==> src/rtl/demux_1xn_fifo_pkg.sv <==
// Shared defaults for the 1:N FIFO demux: default geometry and the error-counter
// width/saturation value used when DEMUX_ERR_CNT_EN is defined.
package demux_1xn_fifo_pkg;

   localparam int DEF_DATA_W = 8;
   localparam int DEF_N_OUT  = 4;
   localparam int DEF_DEPTH  = 4;

   localparam int                   ERR_CNT_W   = 16;
   localparam logic [ERR_CNT_W-1:0] ERR_CNT_MAX = 16'hFFFF;

endpackage

==> src/rtl/fifo_sync.sv <==
// Single-clock first-word-fall-through FIFO; the head word is read straight
// from registered storage and the last popped head is held while empty.
module fifo_sync
   import demux_1xn_fifo_pkg::*;
#(
   parameter int DATA_W = DEF_DATA_W,
   parameter int DEPTH  = DEF_DEPTH
) (
   input  logic              clk,
   input  logic              reset,
   input  logic              push,
   input  logic [DATA_W-1:0] din,
   input  logic              pop,
   output logic [DATA_W-1:0] dout,
   output logic              empty,
   output logic              full
);

   localparam int PTR_W = $clog2(DEPTH);

   logic [DATA_W-1:0] mem_q [DEPTH];
   logic [DATA_W-1:0] mem_d [DEPTH];
   logic [PTR_W-1:0]  wr_ptr_q, wr_ptr_d;
   logic [PTR_W-1:0]  rd_ptr_q, rd_ptr_d;
   logic [PTR_W:0]    count_q, count_d;
   logic [DATA_W-1:0] hold_q, hold_d;
   logic              push_ok;
   logic              pop_ok;

   assign full    = (count_q == (PTR_W+1)'(DEPTH));
   assign empty   = (count_q == '0);
   assign push_ok = push && !full;
   assign pop_ok  = pop && !empty;
   // Empty FIFO presents the last head it delivered (zero after reset).
   assign dout    = empty ? hold_q : mem_q[rd_ptr_q];

   always_comb begin
      mem_d    = mem_q;
      wr_ptr_d = wr_ptr_q;
      rd_ptr_d = rd_ptr_q;
      count_d  = count_q;
      hold_d   = hold_q;
      if (push_ok) begin
         mem_d[wr_ptr_q] = din;
         wr_ptr_d        = wr_ptr_q + 1'b1;
      end
      if (pop_ok) begin
         hold_d   = mem_q[rd_ptr_q];
         rd_ptr_d = rd_ptr_q + 1'b1;
      end
      if (push_ok && !pop_ok) begin
         count_d = count_q + 1'b1;
      end else if (pop_ok && !push_ok) begin
         count_d = count_q - 1'b1;
      end
   end

   always_ff @(posedge clk) begin
      if (reset) begin
         wr_ptr_q <= '0;
         rd_ptr_q <= '0;
         count_q  <= '0;
         hold_q   <= '0;
      end else begin
         wr_ptr_q <= wr_ptr_d;
         rd_ptr_q <= rd_ptr_d;
         count_q  <= count_d;
         hold_q   <= hold_d;
      end
   end

   // Storage needs no reset: it is only observable through a non-zero count.
   always_ff @(posedge clk) begin
      mem_q <= mem_d;
   end

endmodule

==> src/rtl/demux_1xn_fifo.sv <==
// 1:N valid/ready demux with a FWFT FIFO per output channel.
// Optional out-of-range drop counter on port err_cnt when DEMUX_ERR_CNT_EN is defined.
module demux_1xn_fifo
   import demux_1xn_fifo_pkg::*;
#(
   parameter int DATA_W = DEF_DATA_W,
   parameter int N_OUT  = DEF_N_OUT,
   parameter int DEPTH  = DEF_DEPTH,
   parameter int SEL_W  = 2
) (
   input  logic                    clk,
   input  logic                    reset,
   input  logic [DATA_W-1:0]       Entrada,
   input  logic                    validEntrada,
   input  logic [SEL_W-1:0]        selector,
   output logic                    readyEntrada,
   output logic [N_OUT*DATA_W-1:0] Salida,
   output logic [N_OUT-1:0]        validSalida,
   input  logic [N_OUT-1:0]        readySalida,
   output logic [N_OUT-1:0]        fullSalida
`ifdef DEMUX_ERR_CNT_EN
   ,
   output logic [ERR_CNT_W-1:0]    err_cnt
`endif
);

   // Handshake: a word moves on any rising edge where valid and ready are both 1.
   // readyEntrada looks only at registered full flags, never at readySalida.
   logic [N_OUT-1:0] sel_hot;
   logic [N_OUT-1:0] push_vec;
   logic [N_OUT-1:0] pop_vec;
   logic [N_OUT-1:0] empty_vec;
   logic             sel_full;
   logic             sel_in_range;
   logic             transfer;

   always_comb begin
      sel_hot  = '0;
      sel_full = 1'b0;
      for (int k = 0; k < N_OUT; k++) begin
         if (selector == SEL_W'(k)) begin
            sel_hot[k] = 1'b1;
            sel_full   = fullSalida[k];
         end
      end
   end

   assign sel_in_range = |sel_hot;
   assign readyEntrada = !reset && (!sel_in_range || !sel_full);
   assign transfer     = validEntrada && readyEntrada;
   assign push_vec     = transfer ? sel_hot : '0;
   assign validSalida  = ~empty_vec;
   assign pop_vec      = reset ? '0 : (validSalida & readySalida);

   for (genvar g = 0; g < N_OUT; g++) begin : g_ch
      fifo_sync #(
         .DATA_W (DATA_W),
         .DEPTH  (DEPTH)
      ) u_fifo (
         .clk   (clk),
         .reset (reset),
         .push  (push_vec[g]),
         .din   (Entrada),
         .pop   (pop_vec[g]),
         .dout  (Salida[g*DATA_W +: DATA_W]),
         .empty (empty_vec[g]),
         .full  (fullSalida[g])
      );
   end

`ifdef DEMUX_ERR_CNT_EN
   logic [ERR_CNT_W-1:0] err_cnt_q, err_cnt_d;

   always_comb begin
      err_cnt_d = err_cnt_q;
      if (transfer && !sel_in_range && (err_cnt_q != ERR_CNT_MAX)) begin
         err_cnt_d = err_cnt_q + 1'b1;
      end
   end

   always_ff @(posedge clk) begin
      if (reset) begin
         err_cnt_q <= '0;
      end else begin
         err_cnt_q <= err_cnt_d;
      end
   end

   assign err_cnt = err_cnt_q;
`endif

endmodule

==> config.mk <==
export PLATFORM = sky130hd
export DESIGN_NAME = demux_1xn_fifo
export DESIGN_NICKNAME = d
export VERILOG_FILES = /design/src/rtl/demux_1xn_fifo_pkg.sv /design/src/rtl/fifo_sync.sv /design/src/rtl/demux_1xn_fifo.sv
export SDC_FILE = /design/constraint.sdc
export NUM_CORES = 1
export LEC_CHECK = 0
export CAP_MARGIN = 20
export CELL_PAD_IN_SITES_DETAIL_PLACEMENT = 0
export CELL_PAD_IN_SITES_GLOBAL_PLACEMENT = 1
export CORE_MARGIN = 10
export CORE_UTILIZATION = 49
export DETAILED_ROUTE_END_ITERATION = 8
export HOLD_SLACK_MARGIN = 0.1
export PLACE_DENSITY_LB_ADDON = 0.1
export SLEW_MARGIN = 10
export SYNTH_ARGS = -nofsm -noshare
export SYNTH_HDL_FRONTEND = slang
export SYNTH_HIERARCHICAL = 1
export SYNTH_SLANG_ARGS = --single-unit
==> constraint.sdc <==
create_clock -name clk -period 3.3 [get_ports clk]
set_input_delay 0.66 -clock clk [delete_from_list [all_inputs] [get_ports clk]]
set_output_delay 0.66 -clock clk [all_outputs]
set_load 0.03 [all_outputs]
; Yosys cells after proc, flatten, opt, wreduce, memory -nomap -nowiden
; Cells that the tools add are included.
[totals]
ff_bits = 188
output_inout_bits = 41
[op_classes]
n_addsub = 16
order_cmp = 12
n_eq_ne = 7
muxes = 46
bitwise_logic = 10
n_reduce_logical = 52
[ops]
columns = op, n
row1 = $bwmux 32, 4
row2 = $mux 8, 16
row3 = $bmux 8 s2, 4
row4 = $demux 8 s2, 4
row5 = $ge 3x3->1 const B, 8
row6 = $mux 3, 8
row7 = $not 2->3, 8
row8 = $logic_and 1x1->1, 22
row9 = $logic_not 1->1, 19
row10 = $add 2x1->2 const B, 8
row11 = $add 3x1->3 const B, 4
row12 = $eq 3x3->1 const B, 4
row13 = $logic_not 3->1, 4
row14 = $lt 3x1->1 const B, 4
row15 = $sub 3x1->3 const B, 4
row16 = $mux 1, 8
row17 = $mux 4, 2
row18 = $reduce_bool 2->1, 4
row19 = $and 4x4->4, 1
row20 = $eq 2x2->1 const B, 2
row21 = $not 4->4, 1
row22 = $reduce_or 4->1, 1
row23 = $eq 2x1->1 const B, 1
row24 = $logic_not 2->1, 1
row25 = $logic_or 1x1->1, 1

; Longest topological paths before layout
[depth]
depth_word = 15
depth_mapped = 12
mapped_depth_nobuf = 11

; Cells and area by module
; Netlist, hierarchy kept.
[by_module_without_submodules]
columns = module, n_inst, cells_per_inst, area_each_um2
row1 = fifo_sync, 4, 133, 1956.9
row2 = demux_1xn_fifo, 1, 16, 117.6

; Worst setup path after synthesis
; No wires, ideal clock.
[synth_path]
path_type = input-to-reg
startpoint = input selector[1]
endpoint = register g_ch[0].u_fifo.count_q[2]
arrival_ns = 2.897
t_required_ns = 3.230
setup_slack_ns = 0.333
path_stages = 10
path_buffers = 0
cell_sequence = or3b_1 -> nor3_1 -> inv_1 -> nor2_1 -> ha_1 -> inv_1 -> fa_1 -> xor2_1 -> or3_2 -> a21oi_1
[synth_between]
elab_chain_cells = 14
word_cells_on_any_way = 25
classes_between = eq/ne: 3 / mux: 10 / reduce/logical: 12
[synth_rtl]
columns = element, line
row1 = "start, declared", demux_1xn_fifo.sv:15  ; input logic [SEL_W-1:0] selector,
row2 = $logic_not 2->1, demux_1xn_fifo.sv:41  ; if (selector == SEL_W'(k)) begin
row3 = $mux 1 (4 in series), demux_1xn_fifo.sv:41
row4 = $logic_not 1->1, demux_1xn_fifo.sv:49  ; assign readyEntrada = !reset && (!sel_in_range || !sel_full);
row5 = $logic_or 1x1->1, demux_1xn_fifo.sv:49
row6 = $logic_and 1x1->1, demux_1xn_fifo.sv:49
row7 = $logic_and 1x1->1, demux_1xn_fifo.sv:50  ; assign transfer = validEntrada && readyEntrada;
row8 = $mux 4 *, demux_1xn_fifo.sv:51  ; assign push_vec = transfer ? sel_hot : '0;
row9 = via push_vec[0], demux_1xn_fifo.sv:30  ; logic [N_OUT-1:0] push_vec;
row10 = $logic_and 1x1->1 *, fifo_sync.sv:32  ; assign push_ok = push && !full;
row11 = via g_ch[0].u_fifo.push_ok, fifo_sync.sv:27  ; logic push_ok;
row12 = $logic_not 1->1, fifo_sync.sv:53  ; end else if (pop_ok && !push_ok) begin
row13 = $logic_and 1x1->1, fifo_sync.sv:53
row14 = $reduce_bool 2->1 (no source line), n/a
row15 = "end signal, assigned", fifo_sync.sv:67  ; count_q <= count_d;
row16 = "end, declared", fifo_sync.sv:25  ; logic [PTR_W:0] count_q, count_d;
; Mark *: on every way through the listed nets, which the timed path passes. The rest lies on a longest branch.
; A chain may end at the register's enable or synchronous reset.

; Worst setup path after layout
[layout_path]
startpoint = register g_ch[1].u_fifo.rd_ptr_q[0]
endpoint = output Salida[15]
[layout_between]
elab_chain_cells = 5
[layout_rtl]
columns = element, line
row1 = "start, declared", fifo_sync.sv:24  ; logic [PTR_W-1:0] rd_ptr_q, rd_ptr_d;
row2 = "start signal, assigned", fifo_sync.sv:66  ; rd_ptr_q <= rd_ptr_d;
row3 = $not 2->3 (implied by the code), fifo_sync.sv:35  ; assign dout = empty ? hold_q : mem_q[rd_ptr_q];
row4 = $bmux 8 s2, fifo_sync.sv:35
row5 = $mux 8 (implied by the code) (2 in series), fifo_sync.sv:35
row6 = $mux 8, fifo_sync.sv:35
row7 = "end, declared", demux_1xn_fifo.sv:17  ; output logic [N_OUT*DATA_W-1:0] Salida,
; No other way between the ends. The select of a mux whose other input is x is not followed.

==> results.toml <==
[clocking]
cts_max_level = 4
cts_made_buffers = 17
cts_hold_buf = 0
cts_sinks = 188
cts_buffer_depth = 2
clkTransAtPathRegs_ns = 0.06
cts_tree = "done"
root_buffer = "clkbuf_16"
clock_latency_ns = 0.42

[power_and_ir_drop]
power.internal_mw = 3.816
comb_power_share = 0.079
p_sw_mw = 1.053
sw_frac_of_total = 0.2163
power.share.clock = 0.398
ir_worst_vdd_mv = 0.3781
power_density_nw_per_um2 = 521.2
p_leak_nw = 3.205
seqPwrFrac = 0.524

[yosys]
syn-num-nets = 589
synth_area_leaders = "edfxtp_1, dfxtp_1, mux4_2, mux2_2, ha_1"
synth_top_area_cell = "edfxtp_1"
ys_warn_count = 6
synthFlopType = "edfxtp_1"
yosys.cell_count.top_type = "edfxtp_1"
synthCells = 548
yosysSeqAreaShare = 0.6350
synth_common_cells = "edfxtp_1, nand2_1, dfxtp_1"
synthArstFlopShare = 0
synth_area_per_cell_um2 = 14.50
synth.distinct_cells = 29
syn_area_um2 = 7945
synth_top_area_frac = 0.4838
synth_edf_count = 128
ys_ff_latch = 188

[run_status]
status = "completed"

[layout]
fin_nets = 665
finalInstanceArea_um2 = 9344
fill_cells = 1259
post-route-util = 0.5882
seqCellArea_um2 = 5046
antenna_cells = 0
multi_input_area_um2 = 2590
layout-drive-gt1-share = 0.2119
areaGrowthSynthToFinish_pct = 17.61

[drt]
drtIter0Drc = 258
drt-total-wl_mm = 15.04
wl_per_cell_um = 17.64
ant_nets = 0
drt_pass1_iterations = 4
drcViolationCount = 0
vias = 4432
viasPerCell = 5.196

[global_route]
grt_first_pass_wirelength_mm = 24.58
grt_pass1_vias = 4565
grt_antenna_before_repair = 0
globalRouteOverflowTotal = 0
grt_max_degree = 29
grt_usage = 0.1446

[worst_setup_path]
reg2reg_from = "g_ch[0].u_fifo/count_q[0]"
startpoint_type = "register"
crit_fanout = 6
worstPathArrival_ns = 2.45
ff2ff_setup_slack_ns = 0.52
critPathCaptureType = "output pin"
worstPathRequired_ns = 2.64
r2r_cells = 11
path_class = "register to output pin"
r2r-end = "g_ch[0].u_fifo/count_q[2]"

[timing]
max_freq_mhz = 321.4
setup_viol = 0
grt_setup_unrepaired = "no"
fin_crit_ns = 3.111
timing.hold.ws_ns = 0.4501
finalClockSkew_ns = 0.009729
setup_tns_ns = 0
finalCritPeriodShare = 0.9428
final-max-slew-violation-count = 0
maxSlewHeadroom = 0.5419
worst_pin_slew_ns = 0.6850
hold_viol = 0

[floorplan]
coreArea_um2 = 15890
fp.dieH_um = 147.3
rows = 46
fp.dieArea_um2 = 21710
ios = 58
initial_core_util = 0.5002
dieWidth_um = 147.3

[place]
post_dp_cell_area_um2 = 8768
hpwl_mm = 10.31
gp_routability_congestion = 0.7342
numPortBuffers = 57

[min_path]
hold_path.class = "register to register"
worstHoldStart = "g_ch[2].u_fifo/hold_q[7]"
hold_depth = 2
whs_endpoint = "g_ch[2].u_fifo/hold_q[7]"

[flow_run]
maxCapViolCount = 0
## metrics by stage
| stage | setup slack (ns) | instances | power, mW |
|---|---|---|---|
| after floorplan | 0.3332 | 548 | 2.819 |
| after global placement | -0.01577 | 821 | 2.981 |
| after detailed placement | -0.1228 | 821 | 2.991 |
| after CTS | 0.01954 | 853 | 4.930 |
| after global routing | 0.07593 | 853 | 5.056 |
| final | 0.1887 | 853 | 4.870 |
## cells in the final DEF (no fill, tap or decap), types with 5 or more instances in the layout
master,instances
nor2_1,17
a21oi_1,48
clkdlybuf4s50_1,55
clkinvlp_4,5
buf_4,25
xor2_1,8
inv_1,32
nand3_1,8
dfxtp_1,59
or3b_1,5
nand2_1,64
and3_1,16
mux4_2,33
o21ai_0,12
nor3b_1,5
mux2_2,32
clkbuf_16,17
ha_1,20
edfxtp_1,128
## worst max-delay path, stage by stage (launching register included)
cell and delay (ns):
dfxtp_2 0.40, buf_4 0.20, mux4_2 0.54, mux2_2 0.29
clkdlybuf4s50_1 0.60
## final cells by class
class / count / area share
clock buffer: 22 / 0.05182
clock inverter: 10 / 0.009641
inverter: 32 / 0.01285
multi-input combinational: 304 / 0.2772
sequential: 188 / 0.5400
tap: 216 / 0.02892
timing repair buffer: 81 / 0.07954
## power by group through the flow
| stage | combinational [mW] | clock [mW] | sequential (mW) |
|---|---|---|---|
| after global placement | 0.380 | 0 | 2.60 |
| final | 0.382 | 1.94 | 2.55 |
| after detailed placement | 0.388 | 0 | 2.60 |
| after CTS | 0.390 | 1.99 | 2.55 |
| after floorplan | 0.221 | 0 | 2.60 |
| after global routing | 0.412 | 2.09 | 2.55 |
## flip-flops by register name, summed over array words and instances, names as in the netlist
| register | cells |
|---|---|
| g_ch.u_fifo/count_q | 12 |
| g_ch.u_fifo/wr_ptr_q | 8 |
| g_ch.u_fifo/hold_q | 32 |
| g_ch.u_fifo/rd_ptr_q | 8 |
| g_ch.u_fifo/mem_q | 128 |
## metal layers
metal  vias to the layer above  wire length, µm  track usage  part of all wire
met5                         -                0            0                 0
met4                         0              145      0.05055            0.0096
met3                        10              784      0.03778             0.052
met2                        78             7503       0.2356              0.50
met1                      2177             6611       0.1827              0.44
li1                       2167                -            -                 -
## kinds of logic after synthesis
| family | count (synthesis) | share of synthesized area |
|---|---|---|
| flip-flops | 188 | 0.6350 |
| AND/OR/NAND/NOR | 131 | 0.08189 |
| multiplexers | 69 | 0.1439 |
| AO/OA/AOI/OAI | 68 | 0.04535 |
| buffers and inverters | 56 | 0.03906 |
| adder cells (fa/ha/maj) | 24 | 0.04158 |
| XOR/XNOR | 12 | 0.01323 |
## worst max-delay path by stage
| stage | cells after the start | start | to |
|---|---|---|---|
| floorplan | 10 | selector[1] | g_ch[0].u_fifo/count_q[2] |
| global placement | 11 | validEntrada | g_ch[1].u_fifo/count_q[2] |
| detailed placement | 11 | validEntrada | g_ch[0].u_fifo/count_q[2] |
| CTS | 4 | g_ch[1].u_fifo/rd_ptr_q[0] | Salida[15] |
| global route | 4 | g_ch[1].u_fifo/rd_ptr_q[0] | Salida[15] |
| finish | 4 | g_ch[1].u_fifo/rd_ptr_q[0] | Salida[15] |
## timing repair
action,in CTS,in global routing
resized for setup,0,1
buffers inserted,0,0
setup endpoints to repair,0,5
Power figures use the tool's default switching activity.
